===== src/rtl/servo_array.sv =====
// ============================================================================
// servo_array
//
// Multi-channel frame-based servo driver. Each channel tracks a target
// position (live inputs or a latched preset), slews toward it once per frame
// and emits a pulse of MIN_CYC + cur_pos*SCALE cycles at the start of every
// frame of PERIOD_CYC cycles.
//
// Configuration macro: SERVO_ARRAY_SLEW_EN
//   defined   : cur_pos moves at most STEP per frame, busy reports motion.
//   undefined : cur_pos jumps straight to the target, busy is constant 0.
//
// Ports:
//   clk         system clock
//   rst_n       asynchronous active-low reset
//   en          run enable; low forces the frame counter and pulses to 0
//   mode        0 = live targets, 1 = preset targets
//   live_pos    NCH*DW live positions, channel i at [i*DW +: DW]
//   preset_pos  NCH*DW preset positions, same packing
//   load        one-cycle strobe capturing preset_pos (mode = 1 only)
//   pwm_out     NCH servo pulses
//   cur_pos     NCH*DW current slewed positions
//   frame_tick  high during the last cycle of each frame
//   busy        high while any cur_pos differs from its target
//
// pwm_out is registered from the frame counter, so the pulse trails the
// counter by one cycle; every frame (including the first one after en rises)
// therefore carries a pulse of exactly pw cycles.
// ============================================================================
module servo_array #(
   parameter int NCH        = 3,
   parameter int DW         = 8,
   parameter int PERIOD_CYC = 1_000_000,
   parameter int MIN_CYC    = 50_000,
   parameter int SCALE      = 196,
   parameter int STEP       = 2,
   parameter int RESET_POS  = 128
) (
   input  logic              clk,
   input  logic              rst_n,
   input  logic              en,
   input  logic              mode,
   input  logic [NCH*DW-1:0] live_pos,
   input  logic [NCH*DW-1:0] preset_pos,
   input  logic              load,
   output logic [NCH-1:0]    pwm_out,
   output logic [NCH*DW-1:0] cur_pos,
   output logic              frame_tick,
   output logic              busy
);

   localparam int            CW        = $clog2(PERIOD_CYC + 1);
   localparam logic [CW-1:0] LAST_CNT  = CW'(PERIOD_CYC - 1);
   localparam logic [CW-1:0] ONE_CNT   = CW'(1);
   localparam logic [DW-1:0] RESET_P   = DW'(RESET_POS);
   localparam logic [CW-1:0] PW_RESET  = CW'(MIN_CYC + RESET_POS * SCALE);

   // The widest pulse must end before the frame does, or pulses merge.
   if (MIN_CYC + ((2 ** DW) - 1) * SCALE >= PERIOD_CYC) begin : g_chk_range
      $fatal(1, "servo_array: MIN_CYC + (2^DW-1)*SCALE must be < PERIOD_CYC");
   end

   // A zero step would freeze every channel forever.
   if (STEP < 1) begin : g_chk_step
      $fatal(1, "servo_array: STEP must be at least 1");
   end

   // Pulse width for a given position.
   function automatic logic [CW-1:0] pw_of(input logic [DW-1:0] p);
      return CW'(MIN_CYC) + CW'(p) * CW'(SCALE);
   endfunction

`ifdef SERVO_ARRAY_SLEW_EN
   localparam logic [DW-1:0] STEP_V = DW'(STEP);

   // One slew step toward tgt; differences are formed only in the
   // direction that cannot underflow, and the last step lands exactly.
   function automatic logic [DW-1:0] slew(input logic [DW-1:0] cur,
                                          input logic [DW-1:0] tgt);
      logic [DW-1:0] res;
      if (tgt > cur) begin
         if ((tgt - cur) > STEP_V) begin
            res = cur + STEP_V;
         end else begin
            res = tgt;
         end
      end else if (cur > tgt) begin
         if ((cur - tgt) > STEP_V) begin
            res = cur - STEP_V;
         end else begin
            res = tgt;
         end
      end else begin
         res = tgt;
      end
      return res;
   endfunction
`endif

   logic [CW-1:0]  cnt_q,   cnt_d;
   logic [NCH-1:0] pwm_q,   pwm_d;
   logic           tick_q,  tick_d;
   logic           busy_q,  busy_d;
   logic [DW-1:0]  cur_q    [NCH];
   logic [DW-1:0]  cur_d    [NCH];
   logic [DW-1:0]  tgt_q    [NCH];
   logic [DW-1:0]  tgt_d    [NCH];
   logic [CW-1:0]  pw_q     [NCH];
   logic [CW-1:0]  pw_d     [NCH];
   logic           frame_end_s;

   assign frame_end_s = en && (cnt_q == LAST_CNT);

   // Next-state logic: frame counter, targets, slew, pulse widths, outputs.
   always_comb begin
      cnt_d  = cnt_q;
      pwm_d  = '0;
      tick_d = 1'b0;
      busy_d = 1'b0;
      cur_d  = cur_q;
      tgt_d  = tgt_q;
      pw_d   = pw_q;

      if (!en) begin
         cnt_d = '0;
      end else if (frame_end_s) begin
         cnt_d = '0;
      end else begin
         cnt_d = cnt_q + ONE_CNT;
      end

      // Registered so that it is high while the counter sits on its last value.
      tick_d = en && (cnt_d == LAST_CNT);

      for (int i = 0; i < NCH; i++) begin
         pwm_d[i] = en && (cnt_q < pw_q[i]);

         // Load and live capture are exclusive by mode, so a load on the
         // frame-end cycle is already in tgt_d when the slew step reads it.
         if (en && mode && load) begin
            tgt_d[i] = preset_pos[i*DW +: DW];
         end else if (frame_end_s && !mode) begin
            tgt_d[i] = live_pos[i*DW +: DW];
         end else begin
            tgt_d[i] = tgt_q[i];
         end

         if (frame_end_s) begin
`ifdef SERVO_ARRAY_SLEW_EN
            cur_d[i] = slew(cur_q[i], tgt_d[i]);
`else
            cur_d[i] = tgt_d[i];
`endif
            pw_d[i]  = pw_of(cur_d[i]);
         end else begin
            cur_d[i] = cur_q[i];
            pw_d[i]  = pw_q[i];
         end

`ifdef SERVO_ARRAY_SLEW_EN
         busy_d = busy_d | (cur_d[i] != tgt_d[i]);
`else
         busy_d = 1'b0;
`endif
      end
   end

   // State and output registers.
   always_ff @(posedge clk or negedge rst_n) begin
      if (!rst_n) begin
         cnt_q  <= '0;
         pwm_q  <= '0;
         tick_q <= 1'b0;
         busy_q <= 1'b0;
         for (int i = 0; i < NCH; i++) begin
            cur_q[i] <= RESET_P;
            tgt_q[i] <= RESET_P;
            pw_q[i]  <= PW_RESET;
         end
      end else begin
         cnt_q  <= cnt_d;
         pwm_q  <= pwm_d;
         tick_q <= tick_d;
         busy_q <= busy_d;
         cur_q  <= cur_d;
         tgt_q  <= tgt_d;
         pw_q   <= pw_d;
      end
   end

   for (genvar g = 0; g < NCH; g++) begin : g_pack
      assign cur_pos[g*DW +: DW] = cur_q[g];
   end

   assign pwm_out    = pwm_q;
   assign frame_tick = tick_q;
   assign busy       = busy_q;

endmodule


===== config.mk =====
export PLATFORM = sky130hd
export DESIGN_NAME = servo_array
export DESIGN_NICKNAME = d
export VERILOG_FILES = /design/src/rtl/servo_array.sv
export SDC_FILE = /design/constraint.sdc
export NUM_CORES = 1
export LEC_CHECK = 0
export ABC_AREA = 1
export ABC_CLOCK_PERIOD_IN_PS = 7400
export CORE_ASPECT_RATIO = 2
export CORE_MARGIN = 1
export CORE_UTILIZATION = 55
export DETAILED_ROUTE_END_ITERATION = 8
export PLACE_DENSITY = 0.79
export SLEW_MARGIN = 20
export SYNTH_ARGS = -nofsm -noshare
export SYNTH_HDL_FRONTEND = slang
export SYNTH_SLANG_ARGS = --single-unit

===== constraint.sdc =====
create_clock -name clk -period 7.4 [get_ports clk]
set_input_delay 1.48 -clock clk [delete_from_list [all_inputs] [get_ports clk]]
set_output_delay 1.48 -clock clk [all_outputs]
set_load 0.005 [all_outputs]

Yosys cells after proc, flatten, opt, wreduce, memory -nomap -nowiden --
Index checks and enable logic that the tools add are counted. Widths: inputs -> output; s select.
Cells by class: add/subtract/negate cells 4, multiply operators 3, magnitude comparators 3, eq/ne operators 2, multiplexer cells 8, reductions and logical operators 9
Operators by type and width (number):
- $lt 20x20->1 | 3
- $add 16x16->17 const A | 3
- $mux 8 | 6
- $mul 8x6->14 const B | 3
- $eq 20x20->1 const B | 2
- $mux 20 | 2
- $add 20x1->20 const B | 1
- $logic_and 1x1->1 | 8
- $logic_not 1->1 | 1
Storage, ports and cells: bits in registers 132, input bits 53, output and inout bits 29, word-level logic and storage cells 41

Depth between registers and ports, before layout --
Gate-level depths: netlist of the first run.
depth in word-level cells 7, mapped depth 31

Least setup slack after synthesis of the first run --
No wires, ideal clock.
path type input to register, start input en, end register pw_q[34] (netlist name), arrival time 5.256 ns, data required time 7.269 ns, setup slack 2.012 ns, cell stages on the path 25, path buffers 1, cells stage by stage buf_4 -> inv_2 -> nor4_1 -> nand4_2 -> o21ai_0 -> nand3_1 -> o21ai_0 -> inv_1 -> ha_1 -> inv_1 -> fa_1 -> inv_1 -> ha_1 -> ha_1 -> inv_1 -> fa_1 -> inv_1 -> nand3_1 -> nand2_1 -> xnor2_1 -> nor2_1 -> nand3_1 -> nor2_1 -> nand3b_1 -> o211ai_1
RTL lines:
- start, declared | line 41 | input logic en,
- end signal, assigned | line 187 | pw_q <= pw_d;
- end, declared | line 108 | logic [CW-1:0] pw_q [NCH];

Worst setup path in the final report of the first run --
start input en, end register pw_q[54] (netlist name)
Between the ends: word-level cells in the longest chain between the ends 6
RTL lines:
- $logic_and 1x1->1 | line 112 | assign frame_end_s = en && (cnt_q == LAST_CNT);
- $logic_and 1x1->1 | line 142 | end else if (frame_end_s && !mode) begin
- $mux 8 | line 142
- $mux 8 | line 140 | if (en && mode && load) begin
- $mul 8x6->14 | line 70 | return CW'(MIN_CYC) + CW'(p) * CW'(SCALE);
- $add 16x16->17 | line 70
Parallel ways exist; a longest one is shown, timed or not. A chain may end at the register's enable or synchronous reset.

==> summary.txt, run 1 <==
Status
  • Result of the run: complete, no violations

Synthesis
  • Leading post-synthesis cells by cell area: sky130_fd_sc_hd__dfrtp_1 25%, sky130_fd_sc_hd__ha_1 19%, sky130_fd_sc_hd__nand2_1 9.8%
  • Yosys top cell area share: 0.250
  • Total of flip-flops plus latches after synthesis: 111
  • Sequential cell area fraction in the yosys report: 0.323
  • Cell type with the largest total area after synthesis: sky130_fd_sc_hd__dfrtp_1
  • Number of flops mapped to enable cells by yosys: 0
  • Net count after synthesis: 1281
  • Synthesized netlist cell count: 1090
  • Cell area after technology mapping: 8700 sq um
  • Predominant post-synthesis flop cell: sky130_fd_sc_hd__dfrtp_1
  • Number of synthesis warnings: 0
  • Mapped Avg Cell Area: 7.99 sq um
  • Library cells used by synthesis: 49
  • Share of synthesized flip-flops with an asynchronous set or reset: 1.00

Min path
  • Worst hold stages: 2
  • Worst hold path type: reg -> reg
  • Worst hold endpoint: cur_pos[15]
  • Launch instance of the worst min-delay path: cur_pos[15]

Critical path
  • Setup slack of the worst register-to-register path: 2.26 ns
  • Slowest cell delay on critical path: 0.78 ns
  • Path type of the worst setup path: in -> reg
  • Critical R2R Capture: pw_q[54]
  • Count of buffer and inverter cells on the critical path: 5
  • Critical path cell sequence: clkdlybuf4s50_1, inv_2, nor4_1, nand4_2, o21ai_0, nand3_1, o21ai_1, inv_1, ha_1, fa_1, ha_1, ha_1, inv_1, fa_1, inv_1, nand3_1, nand2_1, xnor2_1, nor2_1, nand3_1, nor2_1, nand3b_1, o211ai_1
  • Worst Path Required: 7.63 ns
  • Slowest stage cell, crit path: sky130_fd_sc_hd__clkdlybuf4s50_1
  • Kind of cell adding the most delay to the critical path: adder cells
  • Worst reg2reg path startpoint: cnt_q[4]
  • Worst Reg-to-Reg Cells: 22
  • Critical path launch point type: input port
  • Critical path peak fanout: 9
  • Crit end category: register
  • Arrival time of the worst setup path: 6.63 ns

Routing
  • Vias per Instance: 5.60
  • Number of vias in the routed layout: 7625
  • Total Wirelength: 23.0 mm
  • Number of nets with antenna violations after routing: 0
  • Initial drt markers: 372
  • Count of unresolved DRC violations after routing: 0
  • TritonRoute pass-1 iters: 5
  • Post-detailed-route wirelength per cell: 16.9 um

CTS
  • Root Buffer: sky130_fd_sc_hd__clkbuf_16
  • Clk buf depth: 2
  • Clk sinks: 111
  • Number of buffers inserted during clock tree synthesis: 9
  • Hold buffer count at CTS: 0
  • Clock transition at the registers of the reported paths: 0.08 ns
  • CTS tree: yes
  • H-Tree Level Count: 3
  • Post-cts repair resize count: 0
  • Number of buffers inserted by post-CTS setup repair: 0
  • Clk_lat worst skew: 0.36 ns

Timing
  • Final Hold Vio Count: 0
  • Setup repair after global routing missed its margin: no
  • Post-route fraction of the period consumed by the critical path: 0.865
  • Worst rel slew slack: 0.403
  • Tmin final: 6.40 ns
  • Worst Clk Skew: 0.0119 ns
  • Setup total negative slack: 0 ns
  • Final count of negative-setup-slack endpoints: 0
  • Slew Viols, Final: 0
  • Worst slew pin tran: 0.896 ns
  • Peak Freq: 0.156 GHz

Floorplan
  • Number of standard-cell rows in the floorplan: 64
  • Starting utilization of the core area: 0.566
  • Standard cell core area: 15400 sq um
  • Width of the die: 91.0 um
  • Die height: 180 um
  • Area enclosed by the die boundary: 16400 sq um
  • I/O pin count: 82

Global routing
  • Global Route Usage Sum: 0.296
  • Pin count of the biggest net entering global routing: 70
  • Number of global-route vias before repair: 7827
  • Wire length of the first global-routing pass: 37.7 mm
  • Number of antenna violations at the first check in global routing: 0
  • Grt ovf: 0

Place
  • Last weighted congestion value of the routability-driven placer: 0.974
  • HPWL after detailed placement: 17.8 mm
  • Post-Place Cell Area: 9640 sq um
  • Count of port buffers added during placement: 80

Cells and area
  • Leading cell types in the layout, fill and taps excluded: 227 x sky130_fd_sc_hd__nand2_1, 164 x sky130_fd_sc_hd__inv_1, 129 x sky130_fd_sc_hd__ha_1
  • Share of cells above drive strength 1: 0.0730
  • Post-layout instance area: 9920 sq um
  • Count of inserted antenna diode cells: 0
  • Layout overhead on the synthesized area: 14.0%
  • Total area of multi-input combinational cells: 5100 sq um
  • Area taken by flip-flops and latches: 2810 sq um
  • Most common cell after layout, fill and taps aside: sky130_fd_sc_hd__nand2_1
  • Total number of nets in the final design: 1350
  • Count of fill cells added during filler insertion: 1341

Flow run
  • Number of violations of the max-capacitance limit: 0

Power and ir drop
  • Leak: 5.14 nW
  • Peak ir drop on the vdd network: 0.000181 V
  • Total power per unit cell area: 247 nW/um^2
[kinds of logic (layout without fill, tap and decap cells)]
group,after synthesis,in the layout,synth area share
AND/OR/NAND/NOR,467,467,0.253
buffers and inverters,200,274,0.0920
adder cells (fa/ha/maj),138,138,0.206
AO/OA/AOI/OAI,135,135,0.0877
flip-flops,111,111,0.323
XOR/XNOR,38,38,0.0382
other,1,1,0.000431
[worst register-to-register path: stages, from the launching register on]
cell and delay [ns]:
sky130_fd_sc_hd__dfrtp_1 0.68, sky130_fd_sc_hd__nand2_4 0.19, sky130_fd_sc_hd__nor4_2 0.32, sky130_fd_sc_hd__nand4_2 0.28
sky130_fd_sc_hd__o21ai_0 0.27, sky130_fd_sc_hd__nand3_1 0.10, sky130_fd_sc_hd__o21ai_1 0.17, sky130_fd_sc_hd__inv_1 0.10
sky130_fd_sc_hd__ha_1 0.33, sky130_fd_sc_hd__fa_1 0.49, sky130_fd_sc_hd__ha_1 0.31, sky130_fd_sc_hd__ha_1 0.19
sky130_fd_sc_hd__inv_1 0.06, sky130_fd_sc_hd__fa_1 0.40, sky130_fd_sc_hd__inv_1 0.10, sky130_fd_sc_hd__nand3_1 0.08
sky130_fd_sc_hd__nand2_1 0.10, sky130_fd_sc_hd__xnor2_1 0.07, sky130_fd_sc_hd__nor2_1 0.23, sky130_fd_sc_hd__nand3_1 0.14
sky130_fd_sc_hd__nor2_1 0.14, sky130_fd_sc_hd__nand3b_1 0.15, sky130_fd_sc_hd__o211ai_1 0.10
[power breakdown]
group / total [mW] / leakage, nW / switching, mW / internal, mW
logic: 1.34 / 3.64 / 0.832 / 0.504
clock network: 0.475 / 0.135 / 0.236 / 0.239
registers: 0.640 / 1.36 / 0.00832 / 0.632
[synth_stat cells (7+ instances only)]
cell / number
sky130_fd_sc_hd__nand2_1: 227
sky130_fd_sc_hd__inv_1: 164
sky130_fd_sc_hd__ha_1: 129
sky130_fd_sc_hd__nand3_1: 94
sky130_fd_sc_hd__dfrtp_1: 87
sky130_fd_sc_hd__nor2_1: 71
sky130_fd_sc_hd__o21ai_0: 48
sky130_fd_sc_hd__a21oi_1: 30
sky130_fd_sc_hd__dfstp_2: 24
sky130_fd_sc_hd__nand4_1: 22
sky130_fd_sc_hd__xnor2_1: 22
sky130_fd_sc_hd__o21ai_1: 17
sky130_fd_sc_hd__xor2_1: 16
sky130_fd_sc_hd__a31oi_1: 10
sky130_fd_sc_hd__buf_2: 10
sky130_fd_sc_hd__fa_1: 9
sky130_fd_sc_hd__buf_4: 8
sky130_fd_sc_hd__inv_2: 8
sky130_fd_sc_hd__clkbuf_1: 7
sky130_fd_sc_hd__nor3_1: 7
sky130_fd_sc_hd__o211ai_1: 7
[worst max path at each step]
stage / depth (start not counted) / slack (ns) / endpoint / start
floorplan: 25 / 2.01 / pw_q[34] / en
global placement: 25 / 0.82 / pw_q[34] / en
detailed placement: 25 / 0.70 / pw_q[34] / en
CTS: 25 / 1.07 / pw_q[34] / en
global route: 25 / 0.74 / pw_q[34] / en
finish: 23 / 1.0 / pw_q[54] / en
[stage by stage]
stage	setup slack [ns]	total power, mW	hold slack [ns]	utilization	std cells
floorplan	2.01	1.66	0.448	-	1090
global placement	0.825	1.92	0.455	0.627	1346
detailed placement	0.700	1.95	0.458	0.627	1346
CTS	1.07	2.44	0.473	0.645	1362
global route	0.744	2.65	0.483	0.645	1362
finish	0.998	2.45	0.472	0.645	1362
[flip-flops by register name (all words and copies together), names as in the netlist]
signal      flops
cnt_q          20
cur_pos        24
frame_tick      1
pw_q           39
pwm_out         3
tgt_q          24
[final cells by class]
cell class	instances	area share
multi-input combinational	779	0.514
sequential	111	0.283
timing repair buffer	85	0.0842
inverter	173	0.0654
tap	198	0.0250
clock buffer	10	0.0241
clock inverter	6	0.00467
[layer usage]
metal  up-vias  track usage  wire (um)
li1       3714            -          -
met1      3543        0.303       8450
met2       279        0.543      12000
met3        89       0.0364        947
met4         0        0.211       1640
met5         -            0          0
No activity file was read; power rests on OpenSTA's default activity.
==> run 2: changes to the inputs <==
--- a/config.mk
+++ b/config.mk
@@ -7,10 +7,12 @@
 export LEC_CHECK = 0
 export ABC_AREA = 1
 export ABC_CLOCK_PERIOD_IN_PS = 7400
+export CAP_MARGIN = 20
 export CORE_ASPECT_RATIO = 2
 export CORE_MARGIN = 1
 export CORE_UTILIZATION = 55
 export DETAILED_ROUTE_END_ITERATION = 8
+export GPL_ROUTABILITY_DRIVEN = 0
 export PLACE_DENSITY = 0.79
 export SLEW_MARGIN = 20
 export SYNTH_ARGS = -nofsm -noshare
==> run 2 against run 1 <==
  * Sequential share of layout area about the same
  * Sequential power hardly changed
  * Sequential cell count stayed put
  * Non-clock buffer count decreased by 1
  * Total power grew 1.5%
  * Clock skew rose by 0.0015 ns
==> summary.txt, run 2 (same netlist as run 1, synthesis figures left out) <==
Routing
  • Vias per Instance: 5.65
  • Number of nets with antenna violations after routing: 0
  • Post-detailed-route wirelength per cell: 16.7 um
  • Count of unresolved DRC violations after routing: 0
  • Total Wirelength: 22.8 mm
  • TritonRoute pass-1 iters: 5
  • Initial drt markers: 312
  • Number of vias in the routed layout: 7684

Cells and area
  • Register containing the most flip-flops in the final layout: pw_q
  • Flip-flop count of the largest register after layout: 39
  • Leading cell types in the layout, fill and taps excluded: 227 x sky130_fd_sc_hd__nand2_1, 164 x sky130_fd_sc_hd__inv_1, 129 x sky130_fd_sc_hd__ha_1
  • Total number of nets in the final design: 1349
  • Count of inserted antenna diode cells: 0
  • Most common cell after layout, fill and taps aside: sky130_fd_sc_hd__nand2_1
  • Share of cells above drive strength 1: 0.0722
  • Post-layout instance area: 9940 sq um
  • Layout overhead on the synthesized area: 14.2%

CTS
  • Clk buf depth: 2
  • Clock transition at the registers of the reported paths: 0.08 ns
  • Number of buffers inserted during clock tree synthesis: 9
  • Post-cts repair resize count: 0
  • Root Buffer: sky130_fd_sc_hd__clkbuf_16
  • Clk sinks: 111
  • H-Tree Level Count: 3
  • Number of buffers inserted by post-CTS setup repair: 0
  • CTS tree: yes
  • Hold buffer count at CTS: 0
  • Clk_lat worst skew: 0.36 ns

Critical path
  • Path type of the worst setup path: in -> reg
  • Critical R2R Capture: pw_q[33]
  • Worst Reg-to-Reg Cells: 24
  • Worst Path Required: 7.70 ns
  • Setup slack of the worst register-to-register path: 2.22 ns
  • Critical path launch point type: input port
  • Count of buffer and inverter cells on the critical path: 6
  • Critical Path Stages: 25
  • Critical path peak fanout: 9
  • Kind of cell adding the most delay to the critical path: adder cells
  • Worst reg2reg path startpoint: cnt_q[4]
  • Slowest cell delay on critical path: 0.81 ns
  • Crit end category: register
  • Slowest stage cell, crit path: sky130_fd_sc_hd__clkdlybuf4s50_1
  • Arrival time of the worst setup path: 6.82 ns

Timing
  • Setup repair after global routing missed its margin: no
  • Worst hold margin: 0.474 ns
  • Slew Viols, Final: 0
  • Worst Clk Skew: 0.0134 ns
  • Setup total negative slack: 0 ns
  • Final count of negative-setup-slack endpoints: 0
  • Worst rel slew slack: 0.403
  • Post-route fraction of the period consumed by the critical path: 0.881
  • Tmin final: 6.52 ns
  • Final Hold Vio Count: 0
  • Peak Freq: 0.153 GHz
  • Worst slew pin tran: 0.895 ns

Global routing
  • Number of global-route vias before repair: 7869
  • Number of antenna violations at the first check in global routing: 0
  • Pin count of the biggest net entering global routing: 72
  • Global Route Usage Sum: 0.294
  • Grt ovf: 0
  • Wire length of the first global-routing pass: 37.5 mm

Floorplan
  • Starting utilization of the core area: 0.566
  • Number of standard-cell rows in the floorplan: 64
  • Die height: 180 um
  • Width of the die: 91.0 um
  • I/O pin count: 82
  • Standard cell core area: 15400 sq um
  • Area enclosed by the die boundary: 16400 sq um

Power and ir drop
  • Total power per unit cell area: 250 nW/um^2
  • Combinational cell fraction of total power: 0.536
  • Switching Share: 0.436
  • Relative contribution of sequential cells to total power: 0.258
  • P_int: 1.40 mW
  • Clock power frac: 0.207
  • Switching Power: 1.08 mW
  • Leak: 5.16 nW
  • Post-route total power: 2.49 mW
  • Peak ir drop on the vdd network: 0.000167 V

Status
  • Result of the run: complete, no violations

Min path
  • Launch instance of the worst min-delay path: pw_q[53]
  • Worst hold path type: reg -> reg
  • Worst hold endpoint: pw_q[53]
  • Worst hold stages: 2

Place
  • Post-Place Cell Area: 9630 sq um
  • Count of port buffers added during placement: 80
  • HPWL after detailed placement: 17.7 mm

Flow run
  • Number of violations of the max-capacitance limit: 0
-- run 2: cell types whose count changed in the layout (fill, tap and decap cells not counted) --
cell,delta
sky130_fd_sc_hd__buf_4,-1
sky130_fd_sc_hd__bufinv_16,+1
sky130_fd_sc_hd__clkbuf_8,-1
sky130_fd_sc_hd__clkinv_2,-1
sky130_fd_sc_hd__clkinv_4,-1
sky130_fd_sc_hd__clkinvlp_4,-2
sky130_fd_sc_hd__inv_6,+3
sky130_fd_sc_hd__inv_8,+1
-- run 2: power by group through the flow --
stage | sequential [mW] | combinational [mW] | clock [mW]
6_report | 0.641 | 1.33 | 0.514
5_1_grt | 0.643 | 1.50 | 0.545
4_1_cts | 0.641 | 1.32 | 0.521
3_5_place_dp | 0.652 | 1.29 | 0
3_3_place_gp | 0.651 | 1.27 | 0
2_1_floorplan | 0.649 | 1.01 | 0
-- run 2: per-layer routing --
metal	track usage	share of wire	up-vias
met5	0	0	-
met4	0.217	0.077	0
met3	0.0398	0.042	119
met2	0.539	0.52	281
met1	0.297	0.36	3570
li1	-	-	3714
-- run 2: worst max-delay path by stage --
| stage | from | to | slack [ns] |
|---|---|---|---|
| detailed placement | en | pw_q[33] | 0.63 |
| global placement | en | pw_q[33] | 0.76 |
| floorplan | en | pw_q[34] | 2.01 |
| finish | en | pw_q[33] | 0.88 |
| global route | en | pw_q[33] | 0.61 |
| CTS | en | pw_q[33] | 1.0 |
-- run 2: worst register-to-register path, cell delays in order (launching register included) --
cell and delay [ns]:
sky130_fd_sc_hd__dfrtp_1 0.65, sky130_fd_sc_hd__nand2_4 0.18, sky130_fd_sc_hd__nor4_2 0.30, sky130_fd_sc_hd__nand4_2 0.30
sky130_fd_sc_hd__o21ai_0 0.24, sky130_fd_sc_hd__nand3_1 0.08, sky130_fd_sc_hd__o21ai_0 0.12, sky130_fd_sc_hd__inv_1 0.18
sky130_fd_sc_hd__ha_1 0.32, sky130_fd_sc_hd__inv_1 0.05, sky130_fd_sc_hd__fa_1 0.49, sky130_fd_sc_hd__inv_1 0.05
sky130_fd_sc_hd__ha_1 0.27, sky130_fd_sc_hd__ha_1 0.19, sky130_fd_sc_hd__inv_1 0.06, sky130_fd_sc_hd__fa_1 0.40
sky130_fd_sc_hd__xnor2_1 0.36, sky130_fd_sc_hd__nand3_1 0.20, sky130_fd_sc_hd__nor2_1 0.12, sky130_fd_sc_hd__nand3_1 0.09
sky130_fd_sc_hd__nand2_1 0.14, sky130_fd_sc_hd__nand2_1 0.06, sky130_fd_sc_hd__nand2_1 0.06, sky130_fd_sc_hd__nand3_1 0.10
sky130_fd_sc_hd__nand2_1 0.10
-- run 2: cell type report --
class                      count  area (sq um)
sequential                   111          2810
clock inverter                 7          85.1
timing repair buffer          84           828
inverter                     173           649
clock buffer                   9           225
fill                        1304          5440
tap                          198           248
multi-input combinational    779          5100
-- run 2: metrics by stage --
step,util,setup slack (ns),instances
CTS,0.646,0.998,1361
finish,0.646,0.878,1361
floorplan,-,2.01,1090
global route,0.646,0.608,1361
detailed placement,0.626,0.627,1345
global placement,0.626,0.765,1345
